==> config.mk <==
export PLATFORM = sky130hd
export DESIGN_NAME = csa_accumulator
export DESIGN_NICKNAME = d
export VERILOG_FILES = /design/src/rtl/csa_accumulator.sv
export SDC_FILE = /design/constraint.sdc
export NUM_CORES = 1
export LEC_CHECK = 0
export ABC_AREA = 1
export CAP_MARGIN = 10
export CORE_MARGIN = 10
export CORE_UTILIZATION = 45
export CTS_CLUSTER_SIZE = 10
export DETAILED_ROUTE_END_ITERATION = 12
export PLACE_DENSITY = 0.75
export SLEW_MARGIN = 20
export SYNTH_ARGS = -nofsm -noshare
export SYNTH_HDL_FRONTEND = slang
export SYNTH_SLANG_ARGS = --single-unit
==> constraint.sdc <==
create_clock -name clk -period 2.35 [get_ports clk]
set_input_delay 0.47 -clock clk [delete_from_list [all_inputs] [get_ports clk]]
set_output_delay 0.47 -clock clk [all_outputs]
set_load 0.02 [all_outputs]
==> src/rtl/csa_accumulator.sv <==
// Sequential carry-save accumulator feeding a 16-bit carry-save-to-binary final adder.
// Optional beat counter enabled by defining CSA_ACC_COUNT_EN; otherwise out_count reads 0.
module csa_accumulator (
  input  logic        clk,
  input  logic        reset,
  input  logic        in_valid,
  output logic        in_ready,
  input  logic [15:0] in_data,
  input  logic        in_last,
  output logic        out_valid,
  input  logic        out_ready,
  output logic [15:0] out_a,
  output logic [15:0] out_b,
  output logic [15:0] out_c,
  output logic [7:0]  out_count
);

  localparam int W = 16;

  typedef enum logic {
    ST_ACCUM = 1'b0,
    ST_HOLD  = 1'b1
  } state_e;

  state_e state_q, state_d;

  logic [W-1:0] s_q, s_d;
  logic [W-1:0] k_q, k_d;
  logic [W-1:0] a_q, a_d;
  logic [W-1:0] b_q, b_d;
  logic [W-1:0] c_q, c_d;

  logic         beat_acc;
  logic         mid_acc;
  logic         last_acc;
  logic [W-1:0] ks;
  logic [W-1:0] sum_next;
  logic [W-1:0] carry_next;

  assign beat_acc = in_valid & in_ready;
  assign mid_acc  = beat_acc & ~in_last;
  assign last_acc = beat_acc & in_last;

  // One 3:2 compressor row: carry out of bit i lands at weight 2^(i+1), K[15] falls off.
  assign ks         = {k_q[W-2:0], 1'b0};
  assign sum_next   = s_q ^ ks ^ in_data;
  assign carry_next = (s_q & ks) | (s_q & in_data) | (ks & in_data);

  // ---------------------------------------------------------------------------
  // FSM: state register / next state / outputs
  // ---------------------------------------------------------------------------
  // NOTE: state is updated with <= so every flop samples pre-edge values; a
  // blocking assignment here would create simulation-order races.
  always_ff @(posedge clk or posedge reset) begin
    if (reset) state_q <= ST_ACCUM;
    else       state_q <= state_d;
  end

  // NOTE: the default assignment at the top keeps every path assigned, so no latch is inferred.
  always_comb begin
    state_d = state_q;
    unique case (state_q)
      ST_ACCUM: if (last_acc)  state_d = ST_HOLD;
      ST_HOLD:  if (out_ready) state_d = ST_ACCUM;
      default:                 state_d = ST_ACCUM;
    endcase
  end

  // Both handshake flags decode the state flop only, so no input reaches an output combinationally.
  always_comb begin
    in_ready  = (state_q == ST_ACCUM);
    out_valid = (state_q == ST_HOLD);
  end

  // ---------------------------------------------------------------------------
  // Datapath
  // ---------------------------------------------------------------------------
  always_comb begin
    s_d = s_q;
    k_d = k_q;
    a_d = a_q;
    b_d = b_q;
    c_d = c_q;
    if (mid_acc) begin
      s_d = sum_next;
      k_d = carry_next;
    end else if (last_acc) begin
      a_d = s_q;
      b_d = in_data;
      c_d = k_q;
      s_d = '0;
      k_d = '0;
    end
  end

  // NOTE: data registers take the async reset too, because a reset mid-group
  // must discard the partial sum and clear the presented result immediately.
  always_ff @(posedge clk or posedge reset) begin
    if (reset) begin
      s_q <= '0;
      k_q <= '0;
      a_q <= '0;
      b_q <= '0;
      c_q <= '0;
    end else begin
      s_q <= s_d;
      k_q <= k_d;
      a_q <= a_d;
      b_q <= b_d;
      c_q <= c_d;
    end
  end

  assign out_a = a_q;
  assign out_b = b_q;
  assign out_c = c_q;

`ifdef CSA_ACC_COUNT_EN
  logic [7:0] cnt_q, cnt_d;
  logic [7:0] count_q, count_d;
  logic [7:0] cnt_inc;

  assign cnt_inc = (cnt_q == 8'hFF) ? 8'hFF : cnt_q + 8'd1;

  always_comb begin
    cnt_d   = cnt_q;
    count_d = count_q;
    if (mid_acc) begin
      cnt_d = cnt_inc;
    end else if (last_acc) begin
      count_d = cnt_inc;
      cnt_d   = '0;
    end
  end

  always_ff @(posedge clk or posedge reset) begin
    if (reset) begin
      cnt_q   <= '0;
      count_q <= '0;
    end else begin
      cnt_q   <= cnt_d;
      count_q <= count_d;
    end
  end

  assign out_count = count_q;
`else
  assign out_count = 8'd0;
`endif

endmodule
==> flow_metrics.env <==
export IMPL_status="finished clean"
export IMPL_grt_use_met3=0.0261
export IMPL_maxClockFrequency_ghz=0.522
export IMPL_synth_top_area_share=0.553
export IMPL_cts_tree="done"
export IMPL_cts_sinks=81
export IMPL_finalWeightedCongestion=0.780
export IMPL_synth_compound_area_frac=0.00137
export IMPL_start_util=0.469
export IMPL_htree_levels=3
export IMPL_p_clk_frac=0.228
export IMPL_cts_hold_buffers_added=0
export IMPL_slew_violations=0
export IMPL_cts_root_buffer="clkbuf_8"
export IMPL_vias_per_cell=5.22
export IMPL_overflow=0
export IMPL_numCtsBuffers=9
export IMPL_p_per_area_nw_per_um2=872
export IMPL_synth_xor_area_frac=0
export IMPL_drcViolationCount=0
export IMPL_synth_adder_area_share=0.0854
export IMPL_hold_path_class="reg -> reg"
export IMPL_crit_type="reg -> out"
export IMPL_die_w_um=110
export IMPL_crit_arrival_ns=1.44
export IMPL_wirelength_um=9090
export IMPL_dp_hpwl_um=6340
export IMPL_grt_max_degree=82
export IMPL_die_area_um2=12100
export IMPL_p_leak_nw=2.36
export IMPL_ir_worst_vdd_uv=369
export IMPL_drt_iter0_markers=242
export IMPL_ys_seq_elements=81
export IMPL_setup_violations=0
export IMPL_fillers=706
export IMPL_power_switching_w=0.00139
export IMPL_top_usage_layer="met2"
export IMPL_hold_viol=0
export IMPL_drtPass1Iterations=4
export IMPL_ctsResizeCount=0
export IMPL_setup_tns_ns=0
export IMPL_critPathMaxFanout=3
export IMPL_synth_largest_area_cell="dfrtp_1"
export IMPL_tightest_slew_ns=0.964
export IMPL_route_vias_total=2907
export IMPL_io_pin_count=79
export IMPL_yosys_area_share_simple=0.295
export IMPL_path_clk_slew_ns=0.08
export IMPL_synth_area_um2=3660
export IMPL_drv_cap=0
export IMPL_grt_pass1_wl_um=15300
export IMPL_timing_final_crit_period_ns=1.91
export IMPL_fp_row_count=32
export IMPL_place_port_buffers=70
export IMPL_grt_usage=0.158
export IMPL_place_area_um2=4420
export IMPL_fin_crit_sh=0.815
export IMPL_avgSynthCellArea_um2=9.41
export IMPL_cts_buffer_depth=2
export IMPL_end_kind="primary output"
export IMPL_yosysWarnings=0
export IMPL_ant_nets=0
export IMPL_p_total_w=0.00400
export IMPL_cp_start_kind="flop"
export IMPL_p_sw_frac=0.348
export IMPL_antenna_cells=0
export IMPL_met1_usage=0.202
export IMPL_grt_setup_unrepaired="false"
export IMPL_dieHeight_um=110
export IMPL_grt_pass1_vias=3032
export IMPL_seqPwrFrac=0.476
export IMPL_synth_area_leaders="dfrtp_1, nand2_1, fa_1"
export IMPL_postCtsSetupBuffers=0
export IMPL_drive_gt1_frac=0.0681
export IMPL_finClkSkew_ns=0.00799
export IMPL_synthDistinctLibCells=15
export IMPL_ys_seq_area_frac=0.553
export IMPL_use_met2=0.257
export IMPL_antenna_found_initial=0
export IMPL_clk_latency_ns=0.35
export IMPL_synth_mux_area_frac=0
export IMPL_synth_top_family_by_area="simple AND/OR/NAND/NOR gates"
export IMPL_wl_per_cell_um=16.3
export IMPL_nNetsFinal=487
export IMPL_critical_path_required_ns=1.88
export IMPL_syn_instance_count=389
export IMPL_core_um2=7810
export IMPL_internal_power_w=0.00261
export IMPL_synthToLayoutAreaGrowth_pct=25.3
export IMPL_comb_power_share=0.297
export IMPL_design_area_um2=4590
export IMPL_max_slew_margin=0.357
synthesized netlist by cell type:
| cell type | instances |
|---|---|
| nand2_1 | 161 |
| nor2_2 | 1 |
| ha_1 | 1 |
| nand4_1 | 48 |
| clkbuf_1 | 17 |
| buf_2 | 9 |
| inv_2 | 1 |
| o21ai_0 | 1 |
| buf_4 | 12 |
| nand3_1 | 32 |
| dfrtp_1 | 81 |
| fa_1 | 15 |
| inv_1 | 8 |
| conb_1 | 1 |
| nand3_2 | 1 |
power groups by stage:
stage | clock network (W) | registers, W | logic [W]
5_1_grt | 0.000980 | 0.00194 | 0.00133
4_1_cts | 0.000921 | 0.00190 | 0.00121
3_3_place_gp | 0 | 0.00192 | 0.00117
2_1_floorplan | 0 | 0.00210 | 0.000459
3_5_place_dp | 0 | 0.00193 | 0.00121
6_report | 0.000911 | 0.00190 | 0.00119
path summary, 6_finish.rpt:
kind / cells after the start / slack, ns / endpoint / from
min in group asynchronous: 3 / 0.59 / out_a[14]$_DFFE_PP0P_ / reset
max in group asynchronous: 3 / 1.45 / k_q[1]$_DFFE_PP0P_ / reset
max reg2reg: 6 / 0.77 / out_c[12]$_DFFE_PP0P_ / out_valid$_DFF_PP0_
min: 2 / 0.47 / out_a[5]$_DFFE_PP0P_ / out_a[5]$_DFFE_PP0P_
min reg2reg: 2 / 0.47 / out_a[5]$_DFFE_PP0P_ / out_a[5]$_DFFE_PP0P_
max: 2 / 0.44 / in_ready / out_valid$_DFF_PP0_
registers in the layout, summed over array words and instances, names as in the netlist:
signal	flops
k_q	16
out_a	16
out_b	16
out_c	16
s_q	16
out_valid	1
logic make-up after synthesis:
family                     count (synthesis)
DFF                                       81
other                                      1
and+or+nand+nor                          243
AOI/OAI and AO/OA                          1
buffers and inverters                     47
adders and majority gates                 16
stage by stage:
step	setup WS [ns]	hold WS (ns)	utilization	instances
2_1_floorplan	0.898	0.449	-	396
4_1_cts	0.412	0.479	0.588	557
3_5_place_dp	0.311	0.459	0.566	541
6_report	0.436	0.474	0.588	557
5_1_grt	0.405	0.496	0.588	557
3_3_place_gp	0.384	0.456	0.566	541
layout make-up:
type	instances	area, µm²	share of cell area
clock buffers	10	138	0.0300
clock inverters	6	33.8	0.00736
inverters	9	37.5	0.00818
multi-input cells	268	1430	0.311
flip-flops and latches	81	2030	0.442
well taps	102	128	0.0278
repair buffers	81	796	0.173
worst max-delay path: stages, from the launching register on:
cell             delay (ns)
dfrtp_1                0.42
inv_2                  0.07
clkdlybuf4s50_1        0.61
placed cells by master, fill, tap and decap left out, drive strengths merged:
cell type	count
fa	15
clkinvlp	1
conb	8
nand3	33
nand2	161
buf	11
o21ai	1
nand4	48
clkdlybuf4s50	70
inv	8
clkinv	6
nor2	1
ha	1
dfrtp	81
clkbuf	10
per-layer routing:
| metal | up-vias | part of all wire | routed length (µm) |
|---|---|---|---|
| met1 | 1421 | 0.41 | 3760 |
| li1 | 1381 | - | - |
| met2 | 90 | 0.50 | 4550 |
| met5 | - | 0 | 0 |
| met4 | 0 | 0.024 | 219 |
| met3 | 15 | 0.061 | 558 |
Note: power is estimated with default switching activity, not from simulation.
